### src/rtl/seg_display_scan_pkg.sv
// Shared definitions for the multiplexed 7-segment display driver.
package seg_display_scan_pkg;

  // Active-low segment codes, bit order {g,f,e,d,c,b,a}
  localparam logic [6:0] SEG_0     = 7'b1000000;
  localparam logic [6:0] SEG_1     = 7'b1111001;
  localparam logic [6:0] SEG_2     = 7'b0100100;
  localparam logic [6:0] SEG_3     = 7'b0110000;
  localparam logic [6:0] SEG_4     = 7'b0011001;
  localparam logic [6:0] SEG_5     = 7'b0010010;
  localparam logic [6:0] SEG_6     = 7'b0000010;
  localparam logic [6:0] SEG_7     = 7'b1111000;
  localparam logic [6:0] SEG_8     = 7'b0000000;
  localparam logic [6:0] SEG_9     = 7'b0010000;
  localparam logic [6:0] SEG_DASH  = 7'b0111111;
  localparam logic [6:0] SEG_BLANK = 7'b1111111;

  // Width of the binary value fed through the double-dabble converter
  localparam int CONV_BITS = 14;

  typedef enum logic [1:0] {
    CONV_LOAD  = 2'd0,
    CONV_SHIFT = 2'd1,
    CONV_STORE = 2'd2
  } conv_state_e;

  typedef enum logic [1:0] {
    SRC_LEGS = 2'd0,
    SRC_HEAD = 2'd1,
    SRC_RES  = 2'd2
  } src_sel_e;

  // Map one BCD digit to its segment pattern; non-decimal nibbles show a dash
  function automatic logic [6:0] seg_encode(input logic [3:0] digit);
    logic [6:0] code;
    case (digit)
      4'd0:    code = SEG_0;
      4'd1:    code = SEG_1;
      4'd2:    code = SEG_2;
      4'd3:    code = SEG_3;
      4'd4:    code = SEG_4;
      4'd5:    code = SEG_5;
      4'd6:    code = SEG_6;
      4'd7:    code = SEG_7;
      4'd8:    code = SEG_8;
      4'd9:    code = SEG_9;
      default: code = SEG_DASH;
    endcase
    return code;
  endfunction

endpackage

### src/rtl/seg_display_scan_bin2bcd_seq.sv
// Sequential 14-bit double-dabble converter: LOAD, 14 x SHIFT, STORE.
module bin2bcd_seq
  import seg_display_scan_pkg::*;
(
  input  logic        clk,
  input  logic        rst,
  input  logic        start,
  input  logic [31:0] value,
  output logic        done,
  output logic [15:0] bcd,
  output logic        ovf
);

  conv_state_e state_q, state_d;
  logic [3:0]           cnt_q, cnt_d;
  logic [CONV_BITS-1:0] bin_q, bin_d;
  logic [15:0]          bcd_q, bcd_d;
  logic                 ovf_q, ovf_d;
  logic [15:0]          adj;

  // Converter state register; reset aborts any conversion in flight
  always_ff @(posedge clk or posedge rst) begin
    if (rst) begin
      state_q <= CONV_LOAD;
      cnt_q   <= '0;
      bin_q   <= '0;
      bcd_q   <= '0;
      ovf_q   <= 1'b0;
    end else begin
      state_q <= state_d;
      cnt_q   <= cnt_d;
      bin_q   <= bin_d;
      bcd_q   <= bcd_d;
      ovf_q   <= ovf_d;
    end
  end

  // Next-state logic: snapshot, add-3-then-shift per bit, then hold for one store cycle
  always_comb begin
    state_d = state_q;
    cnt_d   = cnt_q;
    bin_d   = bin_q;
    bcd_d   = bcd_q;
    ovf_d   = ovf_q;
    adj     = bcd_q;
    for (int i = 0; i < 4; i++) begin
      if (bcd_q[i*4 +: 4] >= 4'd5) begin
        adj[i*4 +: 4] = bcd_q[i*4 +: 4] + 4'd3;
      end
    end
    case (state_q)
      CONV_LOAD: begin
        if (start) begin
          bin_d   = value[CONV_BITS-1:0];
          bcd_d   = '0;
          ovf_d   = (value > 32'd9999);
          cnt_d   = '0;
          state_d = CONV_SHIFT;
        end
      end
      CONV_SHIFT: begin
        {bcd_d, bin_d} = {adj[14:0], bin_q, 1'b0};
        cnt_d = cnt_q + 4'd1;
        if (cnt_q == 4'(CONV_BITS - 1)) begin
          state_d = CONV_STORE;
        end
      end
      CONV_STORE: begin
        state_d = CONV_LOAD;
      end
      default: begin
        state_d = CONV_LOAD;
      end
    endcase
  end

  assign done = (state_q == CONV_STORE);
  assign bcd  = bcd_q;
  assign ovf  = ovf_q;

endmodule

### src/rtl/seg_display_scan.sv
// 4-digit multiplexed common-anode display driver with edit and result modes.
module seg_display_scan
  import seg_display_scan_pkg::*;
#(
  parameter int SCAN_DIV    = 100000,
  parameter int BLINK_TICKS = 250
) (
  input  logic        clk,
  input  logic        rst,
  input  logic [31:0] legsin,
  input  logic [31:0] headin,
  input  logic [3:0]  dotpos_pro,
  input  logic        output_display,
  input  logic [31:0] result,
  output logic [3:0]  an,
  output logic [6:0]  seg,
  output logic        dp
);

  localparam int CNT_W   = (SCAN_DIV > 1) ? $clog2(SCAN_DIV) : 1;
  localparam int BLINK_W = (BLINK_TICKS > 1) ? $clog2(BLINK_TICKS) : 1;

  logic [CNT_W-1:0]   scan_cnt_q, scan_cnt_d;
  logic [1:0]         digit_idx_q, digit_idx_d;
  logic [BLINK_W-1:0] blink_cnt_q, blink_cnt_d;
  logic               blink_phase_q, blink_phase_d;
  logic               scan_wrap;

  src_sel_e    src_q, src_d;
  logic [31:0] conv_value;
  logic        conv_done;
  logic [15:0] conv_bcd;
  logic        conv_ovf;

  logic [15:0] legs_bcd_q, legs_bcd_d, head_bcd_q, head_bcd_d, res_bcd_q, res_bcd_d;
  logic        legs_ovf_q, legs_ovf_d, head_ovf_q, head_ovf_d, res_ovf_q, res_ovf_d;

  logic [3:0]  an_q, an_d;
  logic [6:0]  seg_q, seg_d;
  logic        dp_q, dp_d;

  logic [15:0] edit_bcd;
  logic        edit_dash;
  logic [3:0]  nib;
  logic        lead_zero;

  // Pick which input feeds the converter on its next LOAD
  always_comb begin
    conv_value = legsin;
    case (src_q)
      SRC_LEGS: conv_value = legsin;
      SRC_HEAD: conv_value = headin;
      SRC_RES:  conv_value = result;
      default:  conv_value = legsin;
    endcase
  end

  bin2bcd_seq u_conv (
    .clk   (clk),
    .rst   (rst),
    .start (1'b1),
    .value (conv_value),
    .done  (conv_done),
    .bcd   (conv_bcd),
    .ovf   (conv_ovf)
  );

  // Commit finished conversions to the display shadows and rotate the source
  always_comb begin
    src_d      = src_q;
    legs_bcd_d = legs_bcd_q;
    head_bcd_d = head_bcd_q;
    res_bcd_d  = res_bcd_q;
    legs_ovf_d = legs_ovf_q;
    head_ovf_d = head_ovf_q;
    res_ovf_d  = res_ovf_q;
    if (conv_done) begin
      case (src_q)
        SRC_LEGS: begin
          legs_bcd_d = conv_bcd;
          legs_ovf_d = conv_ovf;
          src_d      = SRC_HEAD;
        end
        SRC_HEAD: begin
          head_bcd_d = conv_bcd;
          head_ovf_d = conv_ovf;
          src_d      = SRC_RES;
        end
        default: begin
          res_bcd_d  = conv_bcd;
          res_ovf_d  = conv_ovf;
          src_d      = SRC_LEGS;
        end
      endcase
    end
  end

  // Scan slot counter, digit rotation 3->0 and blink phase derived from slot wraps
  always_comb begin
    scan_wrap     = (scan_cnt_q == CNT_W'(SCAN_DIV - 1));
    scan_cnt_d    = scan_wrap ? '0 : scan_cnt_q + 1'b1;
    digit_idx_d   = digit_idx_q;
    blink_cnt_d   = blink_cnt_q;
    blink_phase_d = blink_phase_q;
    if (scan_wrap) begin
      digit_idx_d = digit_idx_q - 2'd1;
      if (blink_cnt_q == BLINK_W'(BLINK_TICKS - 1)) begin
        blink_cnt_d   = '0;
        blink_phase_d = ~blink_phase_q;
      end else begin
        blink_cnt_d = blink_cnt_q + 1'b1;
      end
    end
  end

  // Build anode, segment and dot for the digit currently being scanned
  always_comb begin
    an_d      = ~(4'b0001 << digit_idx_q);
    seg_d     = SEG_BLANK;
    dp_d      = 1'b1;
    edit_bcd  = digit_idx_q[1] ? legs_bcd_q : head_bcd_q;
    edit_dash = (digit_idx_q[1] ? legs_ovf_q : head_ovf_q) || (edit_bcd[15:8] != 8'd0);
    nib       = res_bcd_q[{digit_idx_q, 2'b00} +: 4];
    lead_zero = 1'b0;
    case (digit_idx_q)
      2'd3:    lead_zero = (res_bcd_q[15:12] == 4'd0);
      2'd2:    lead_zero = (res_bcd_q[15:8] == 8'd0);
      2'd1:    lead_zero = (res_bcd_q[15:4] == 12'd0);
      default: lead_zero = 1'b0;
    endcase
    if (output_display) begin
      if (res_ovf_q) begin
        seg_d = SEG_DASH;
      end else if (lead_zero) begin
        seg_d = SEG_BLANK;
      end else begin
        seg_d = seg_encode(nib);
      end
    end else begin
      nib   = digit_idx_q[0] ? edit_bcd[7:4] : edit_bcd[3:0];
      seg_d = edit_dash ? SEG_DASH : seg_encode(nib);
      dp_d  = dotpos_pro[digit_idx_q];
      if (!dotpos_pro[digit_idx_q] && !blink_phase_q) begin
        seg_d = SEG_BLANK;
      end
    end
  end

  // All display-side state, shadows and registered outputs
  always_ff @(posedge clk or posedge rst) begin
    if (rst) begin
      scan_cnt_q    <= '0;
      digit_idx_q   <= 2'd3;
      blink_cnt_q   <= '0;
      blink_phase_q <= 1'b1;
      src_q         <= SRC_LEGS;
      legs_bcd_q    <= '0;
      head_bcd_q    <= '0;
      res_bcd_q     <= '0;
      legs_ovf_q    <= 1'b0;
      head_ovf_q    <= 1'b0;
      res_ovf_q     <= 1'b0;
      an_q          <= 4'b1111;
      seg_q         <= SEG_BLANK;
      dp_q          <= 1'b1;
    end else begin
      scan_cnt_q    <= scan_cnt_d;
      digit_idx_q   <= digit_idx_d;
      blink_cnt_q   <= blink_cnt_d;
      blink_phase_q <= blink_phase_d;
      src_q         <= src_d;
      legs_bcd_q    <= legs_bcd_d;
      head_bcd_q    <= head_bcd_d;
      res_bcd_q     <= res_bcd_d;
      legs_ovf_q    <= legs_ovf_d;
      head_ovf_q    <= head_ovf_d;
      res_ovf_q     <= res_ovf_d;
      an_q          <= an_d;
      seg_q         <= seg_d;
      dp_q          <= dp_d;
    end
  end

  assign an  = an_q;
  assign seg = seg_q;
  assign dp  = dp_q;

endmodule

### config.mk
export PLATFORM = sky130hd
export DESIGN_NAME = seg_display_scan
export DESIGN_NICKNAME = d
export VERILOG_FILES = /design/src/rtl/seg_display_scan_pkg.sv /design/src/rtl/seg_display_scan_bin2bcd_seq.sv /design/src/rtl/seg_display_scan.sv
export SDC_FILE = /design/constraint.sdc
export NUM_CORES = 1
export LEC_CHECK = 0
export CAP_MARGIN = 20
export CELL_PAD_IN_SITES_DETAIL_PLACEMENT = 1
export CELL_PAD_IN_SITES_GLOBAL_PLACEMENT = 2
export CORE_ASPECT_RATIO = 0.6
export CORE_MARGIN = 2
export CORE_UTILIZATION = 30
export DETAILED_ROUTE_END_ITERATION = 8
export GPL_ROUTABILITY_DRIVEN = 0
export HOLD_SLACK_MARGIN = 0.03
export PLACE_DENSITY_LB_ADDON = 0.15
export SYNTH_ARGS = -nofsm -noshare
export SYNTH_HDL_FRONTEND = slang
export SYNTH_SLANG_ARGS = --single-unit
export TNS_END_PERCENT = 10
### constraint.sdc
create_clock -name clk -period 6.05 [get_ports clk]
set_clock_uncertainty 0.2 [all_clocks]
set_input_delay 1.21 -clock clk [delete_from_list [all_inputs] [get_ports clk]]
set_output_delay 1.21 -clock clk [all_outputs]
set_load 0.02 [all_outputs]
======== Yosys cells after proc, flatten, opt, wreduce, memory -nomap -nowiden ========
Memories as Yosys holds them, arrays and structs flattened.
Cells that the tools add are included.
storage, ports and cells
  logic and storage cells ................. 92
  memories ................................ 2
  output and inout port bits .............. 12
  register bits ........................... 130
  memory bits (read-only) ................. 224
memories
  name              words  width  read ports  clocked after memory_dff  write ports  line                        RTL
  (name not given)  16     7      1           0                         0            seg_display_scan_pkg.sv:36  case (digit)
  (name not given)  16     7      1           0                         0            seg_display_scan_pkg.sv:36
cells by class
  mux-type cells .......................... 25
  bitwise operators ....................... 3
  add/sub/neg operators ................... 8
  equality and inequality tests ........... 11
  shift-type cells ........................ 2
  reductions and logical operators ........ 16
  order comparisons ....................... 6
operator list
  operator                                                            number
  case mux 32 bit (2 select lines)                                    1
  2-to-1 mux 7 bit                                                    5
  > comparator 32 x 14 -> 1 bit (second input constant)               1
  case mux 16 bit (2 select lines)                                    1
  case mux 14 bit (2 select lines)                                    1
  adder 17 x 1 -> 17 bit (second input constant)                      1
  == test 17 bit (second input constant)                              1
  2-to-1 mux 17 bit                                                   1
  greater-or-equal comparator 4 x 3 -> 1 bit (second input constant)  4
  2-to-1 mux 16 bit                                                   1
  2-to-1 mux 4 bit                                                    4
  indexed part select 16 x 5 -> 4 bit                                 1
  adder 4 x 2 -> 4 bit (second input constant)                        3
  zero test 12 bit                                                    1
  adder 8 x 1 -> 8 bit (second input constant)                        1
  == test 2 bit (second input constant)                               4
  == test 8 bit (second input constant)                               1
  zero test 8 bit                                                     1
  2-to-1 mux 8 bit                                                    1
  case mux 2 bit (2 select lines)                                     2
  case mux 4 bit (2 select lines)                                     1
  AND reduction 2 bit                                                 4
  nonzero test 8 bit                                                  1
  == test 2 x 1 -> 1 bit (second input constant)                      3
  21 further kinds                                                    26

======== Longest topological paths before layout ========
  word-level depth ........................ 6
  mapped depth ............................ 9

======== Hierarchy ========
A second synthesis with hierarchy kept.
second synthesis, totals
  cells, all modules ...................... 675
  area total of the unflattened synthesis .. 7,015.5 um2
modules (own cells, without submodules)
  module            area each (um2)  times used  cells an instance
  seg_display_scan  5,104.9          1           479
  bin2bcd_seq       1,910.6          1           196

======== Worst setup path before layout ========
OpenSTA, ideal clock, no wires.
  kind .................................... input-to-reg
  start ................................... input port result[31]
  end ..................................... register u_conv.ovf_q (netlist: u_conv.ovf)
  data required time ...................... 5.716 ns
  setup time .............................. 0.134 ns
  arrival time ............................ 2.288 ns
  path buffers ............................ 0
  stages .................................. 4
  path slack .............................. 3.428 ns
  path through ............................ or4_1 > o41ai_1 > a311o_1 > o311ai_1
on the way
  cells in the longest elaborated chain, start to end .. 2
RTL lines
  element                           line                                RTL
  from (decl)                       seg_display_scan.sv:14              input logic [31:0] result,
  case mux 32 bit (2 select lines)  seg_display_scan.sv:50              case (src_q)
  > comparator 32 x 14 -> 1 bit     seg_display_scan_bin2bcd_seq.sv:56  ovf_d = (value > 32'd9999);
  to (signal assigned)              seg_display_scan_bin2bcd_seq.sv:34  ovf_q <= ovf_d;
  to (decl)                         seg_display_scan_bin2bcd_seq.sv:18  logic ovf_q, ovf_d;
No other way between the ends.
A chain may end at the register's enable or synchronous reset.

======== Final worst setup path ========
  start ................................... register an_q[0] (netlist: an[0])
  end ..................................... output port an[0]
RTL lines
  element                 line                     RTL
  from (decl)             seg_display_scan.sv:38   logic [3:0] an_q, an_d;
  from (signal assigned)  seg_display_scan.sv:178  an_q <= an_d;
  to (decl)               seg_display_scan.sv:15   output logic [3:0] an,
No word-level cell between the ends.

==> impl_metrics.toml <==
[clock_tree]
clkTransAtPathRegs_ns = 0.06
htreeDepth = 4
hold_buffers = 0
clockBufferDepth = 2
cts_tree = "yes"
clockRootBuffer = "clkbuf_16"
cts_setup_buffers = 0
cts-buffers-inserted = 17
clkSinkCount = 130
cts.repair.resized = 0
clk_latency_ns = 0.41

[power]
combPwrFrac = 0.167
clockPowerShare = 0.410
cellLeakagePower_nw = 3.61
p_int_mw = 1.91
power_switching_uw = 681
p_seq_frac = 0.422
ir_drop_uv = 213
swShare = 0.263
cellPowerDensity_nw_per_um2 = 296

[outcome]
outcome = "completed"

[worst_setup_path]
crit_required_ns = 4.64
slowest_delay_ns = 0.62
cp_slowest_cell = "clkdlybuf4s50_1"
cp_top_family = "buffers and inverters"
crit_path_start_kind = "register"
r2r_start = "src_q[1]"
path_class = "reg2out"
r2r_end = "head_bcd_q[2]"
cp_max_fo = 1
crit_path_end = "an[0]"
r2r_slack_ns = 3.18
cp-end-kind = "primary output"
worstPathArrival_ns = 1.55
path_buf_inv = 1
worstPathCellList = "clkdlybuf4s50_1"
crit_path_start = "an[0]"
cp.depth = 1
rr_worst_depth = 4

[logic_synthesis]
synthSimpleGateAreaFrac = 0.149
synth_top_family_by_area = "simple AND/OR/NAND/NOR gates"
synth-adder-area-share = 0.0594
synth_xor_area_frac = 0.0260
synth_top_area_cell = "dfrtp_1"
yosysSeqAreaShare = 0.485
yosysWarnings = 0
ys_seq_elements = 130
synth_mux_area_frac = 0.114
async_flop_share = 1.00
syn_area_um2 = 6740
synth_cell_types = 51
synth_edf_count = 0
syn-num-nets = 790
synth_flop_cell = "dfrtp_1"
syn_inst = 655
synth_top_area_share = 0.427
postSynthAreaPerCell_um2 = 10.3
synth_compound_area_frac = 0.133
synth_area_leaders = "dfrtp_1 (43%), mux2_2 (6.3%), ha_1 (5.9%), dfstp_2 (5.8%), o21ai_0 (5.6%)"

[die]
io_pins = 115
core-area_um2 = 22100
start_util = 0.305
die_height_um = 120
rows = 42
dieArea_um2 = 23700
chipWidth_um = 198

[final_layout]
n_antenna_cell = 0
syn2layout_area_growth_pct = 30.2
final_cell_mix = "dfrtp_1 (115), clkdlybuf4s50_1 (114), o21ai_0 (75)"
final_nets = 901
drive_above_1_share = 0.126
layout_commonest_cell = "dfrtp_1"
finalCoreUtilization = 0.398

[placed_design]
dpl.hpwl_um = 14600
io_buffers = 114

[global_routing]
grt_overflow = 0
grt_pass1_vias = 5697
grt_usage = 0.177
grt_max_degree = 55
antenna_found_initial = 0
grt_pass1_wl_um = 32200

[worst_hold_path]
min_path_cells = 2
hold_class = "reg2reg"
min_from = "head_bcd_q[0]"

[sta]
finalSetupViolations = 0
timing.fmax_mhz = 338
rsz0062_at_grt = "false"
hold_violations = 0
worst_pin_slew_ns = 1.05
period_minus_slack_ns = 2.96
slew_headroom = 0.298
maxSlewViolCount = 0
fin_setup_tns_ns = 0
period_share = 0.489

[detailed_routing]
drc_errors = 0
wire_per_inst_um = 18.6
wl_um = 19800
route.vias.total = 5343
vias_per_cell = 5.02
drtIter0Drc = 219
dr.pass1.iters = 4
ant_nets = 0

[run]
maxCapViolations = 0
==> metrics by stage <==
stage          hold slack [ns]  area [um^2]  power (mW)  setup slack [ns]  instances
6_report                 0.280         8780        2.60              3.09       1065
5_1_grt                  0.313         8780        2.73              2.97       1065
4_1_cts                  0.286         8760        2.62              3.07       1064
3_5_place_dp             0.273         8160        1.54              2.80       1032
3_3_place_gp             0.262         8160        1.52              2.85       1032
2_1_floorplan            0.245         6740        1.36              1.20        655
==> sequential cells by signal, indices dropped and copies added (netlist names) <==
register	count
scan_cnt_q	17
head_bcd_q	16
legs_bcd_q	16
res_bcd_q	16
u_conv.bcd	16
u_conv.bin_q	14
blink_cnt_q	8
seg	7
an	4
u_conv.cnt_q	4
digit_idx_q	2
src_q	2
u_conv.state_q	2
blink_phase_q	1
dp	1
head_ovf_q	1
legs_ovf_q	1
res_ovf_q	1
u_conv.ovf	1
==> worst min-delay path by stage <==
stage / end
finish: head_bcd_q[0]
global route: u_conv.bin_q[1]
CTS: u_conv.bin_q[3]
detailed placement: u_conv.bin_q[3]
global placement: u_conv.bin_q[8]
floorplan: legs_bcd_q[1]
==> power groups by stage <==
stage	Clock, mW	Combinational (mW)	Sequential, mW
4_1_cts	1.09	0.437	1.10
6_report	1.07	0.435	1.10
5_1_grt	1.13	0.484	1.12
3_5_place_dp	0	0.432	1.11
2_1_floorplan	0	0.285	1.08
3_3_place_gp	0	0.420	1.10
==> final cells by class <==
type,count,area (um^2)
Timing Repair Buffer,120,1190
Multi-Input combinational cell,471,3250
Tap cell,286,358
Fill cell,2419,13300
Clock buffer,22,474
Sequential cell,130,3270
Clock inverter,10,133
Inverter,26,100
==> Yosys cell counts, types with 7 or more instances <==
library cell  instances
a21oi_1              31
a22o_1                9
a22oi_1              12
clkbuf_1             18
dfrtp_1             115
dfstp_2              15
ha_1                 32
inv_1                26
mux2_2               38
mux2i_1              17
nand2_1              72
nand2b_1              7
nand3_1              17
nand4_1               8
nor2_1               47
nor3b_1               7
nor4_1               14
o21ai_0              75
xnor2_1              13
xor2_1                7
==> cell families after synthesis <==
family                   after synthesis
AO/OA/AOI/OAI                        150
XOR/XNOR                              20
adder cells (fa/ha/maj)               32
buffers and inverters                 54
flip-flops                           130
multiplexers                          62
AND/OR/NAND/NOR                      207
==> routing by layer <==
layer  global-route usage  vias up  wire length (um)
li1                     -     2546                 -
met1                0.259     2734             10300
met2                0.270       48              8870
met3               0.0306       15               409
met4               0.0428        0               189
met5                    0        -                 0
No activity file was read; power rests on OpenSTA's default activity.
==> RTL edit (same flow settings) <==
Register the inputs `legsin`, `headin`, `dotpos_pro`, `output_display` and `result` before use. The logic sees them one clock later.
--- a/src/rtl/seg_display_scan.sv
+++ b/src/rtl/seg_display_scan.sv
@@ -22,2 +22,16 @@
 
+  logic [31:0] legsin_q;
+  logic [31:0] headin_q;
+  logic [3:0] dotpos_pro_q;
+  logic output_display_q;
+  logic [31:0] result_q;
+
+  always_ff @(posedge clk) begin
+    legsin_q         <= legsin;
+    headin_q         <= headin;
+    dotpos_pro_q     <= dotpos_pro;
+    output_display_q <= output_display;
+    result_q         <= result;
+  end
+
   logic [CNT_W-1:0]   scan_cnt_q, scan_cnt_d;
@@ -48,8 +62,8 @@
   always_comb begin
-    conv_value = legsin;
+    conv_value = legsin_q;
     case (src_q)
-      SRC_LEGS: conv_value = legsin;
-      SRC_HEAD: conv_value = headin;
-      SRC_RES:  conv_value = result;
-      default:  conv_value = legsin;
+      SRC_LEGS: conv_value = legsin_q;
+      SRC_HEAD: conv_value = headin_q;
+      SRC_RES:  conv_value = result_q;
+      default:  conv_value = legsin_q;
     endcase
@@ -130,3 +144,3 @@
     endcase
-    if (output_display) begin
+    if (output_display_q) begin
       if (res_ovf_q) begin
@@ -141,4 +155,4 @@
       seg_d = edit_dash ? SEG_DASH : seg_encode(nib);
-      dp_d  = dotpos_pro[digit_idx_q];
-      if (!dotpos_pro[digit_idx_q] && !blink_phase_q) begin
+      dp_d  = dotpos_pro_q[digit_idx_q];
+      if (!dotpos_pro_q[digit_idx_q] && !blink_phase_q) begin
         seg_d = SEG_BLANK;
Behaviour: not the same (Yosys sat finds a counterexample within 4 cycles, from zero or initial values and one cycle with rst high).
==> RTL edit against the original RTL <==
  * Cell count is 18% higher
  * Cell area grew 27%
  * Synthesized area rose by 30%
  * Sequential cell count up 101
  * Routed wire length rose by 12%
  * Total power rose by 45%
  * Non-clock buffer count shrank 1
  * Setup slack lost 120 ps
  * Synthesized cell count grew 14%
  * Via count is 10% higher
==> RTL edit: results <==
yosys:
  syn-num-nets: 882
  synth_common_cells: "dfrtp_1, dfxtp_1, nand2_1"
  yosysUniqueCellTypes: 58
  synthTopCellsByArea: "dfrtp_1, dfxtp_1, ha_1"
  postSynth.asyncResetShare: 0.5628
  syn-instance-count: 747
  yosysSeqAreaShare: 0.6033
  synth-seq-cells: 231
hold_path:
  hp-start: "blink_cnt_q[7]"
  worstHoldPathType: "reg -> reg"
cts:
  cts_root_buf: "clkbuf_16"
  cts_buffer_depth: 3
  insertion_delay_ps: 530
  htreeDepth: 1
  cts_buffers: 24
  cts_resized: 0
  post_cts_buffers: 0
pwr:
  irDropWorstVdd_v: 0.0001923
  p_leak_nw: 4.577
place:
  dp.cells: 1211
  placed_cell_area_um2: 10290
  hpwl_um: 16000
  io_buffers: 114
drt:
  via_per_inst: 4.692
  dr.pass1.iters: 4
  drt_iter0_markers: 249
  wl_um: 22170
global_route:
  grt_pass1_vias: 6315
  antenna_found_initial: 1
  grt_pass1_wl_um: 35530
  grtUsageTotal: 0.1490
  grt_max_degree: 53
layout:
  top_regs: "headin_q x32, legsin_q x32, result_q x32"
  fin_nets: 997
  final_cells: 1256
  drive_above_1_share: 0.1148
setup_path:
  cp_top_family: "buffers and inverters"
  startpoint: "an[0]"
  r2r_start: "src_q[0]"
  cp.arrival_ps: 1670
sta:
  tightest_slew_ps: 904.1
status:
  status: "complete, no violations"
RTL edit: path summary, 6_finish.rpt:
path | cells past startpoint | endpoint | slack [ps]
worst max-delay path | 1 | an[0] | 2970
worst min-delay path | 1 | blink_cnt_q[7] | 280
worst max register to register | 7 | u_conv.ovf | 3260
worst min register to register | 1 | blink_cnt_q[7] | 280
max in group asynchronous | 3 | u_conv.state_q[1] | 3640
min in group asynchronous | 2 | legs_bcd_q[2] | 940
RTL edit: power breakdown:
group	internal, W	leakage (nW)	switching, W
registers	0.00169	2.49	0.0000910
clock network	0.000953	0.440	0.000620
logic	0.000215	1.65	0.000196
RTL edit: kinds of logic after synthesis:
group	share of synthesized area
DFF	0.6033
and+or+nand+nor	0.1128
AOI/OAI and AO/OA	0.1018
muxes	0.08841
buffers and inverters	0.02709
adders and majority gates	0.04563
xor gates and xnor gates	0.02096
RTL edit: layout make-up:
| class | instances | area, um^2 |
|---|---|---|
| multi-input cells | 459 | 3243 |
| inverters | 27 | 103.9 |
| repair buffers | 119 | 1179 |
| flip-flops and latches | 231 | 5294 |
| clock buffers | 38 | 839.6 |
| well taps | 375 | 469.2 |
| fillers | 3086 | 17610 |
| clock inverters | 6 | 31.28 |
| diodes | 1 | 2.502 |
RTL edit: stage by stage:
step / setup slack, ps / hold WS (ps)
floorplan: 1195 / 231.2
global placement: 3084 / 260.5
detailed placement: 3045 / 270.7
CTS: 2941 / 288.2
global route: 2940 / 301.8
finish: 2975 / 283.7
RTL edit: layer usage:
metal,global-route usage,routed length (um)
met1,0.2247,11880
met2,0.2217,9352
met3,0.02680,615
met4,0.03164,318
met5,0,0
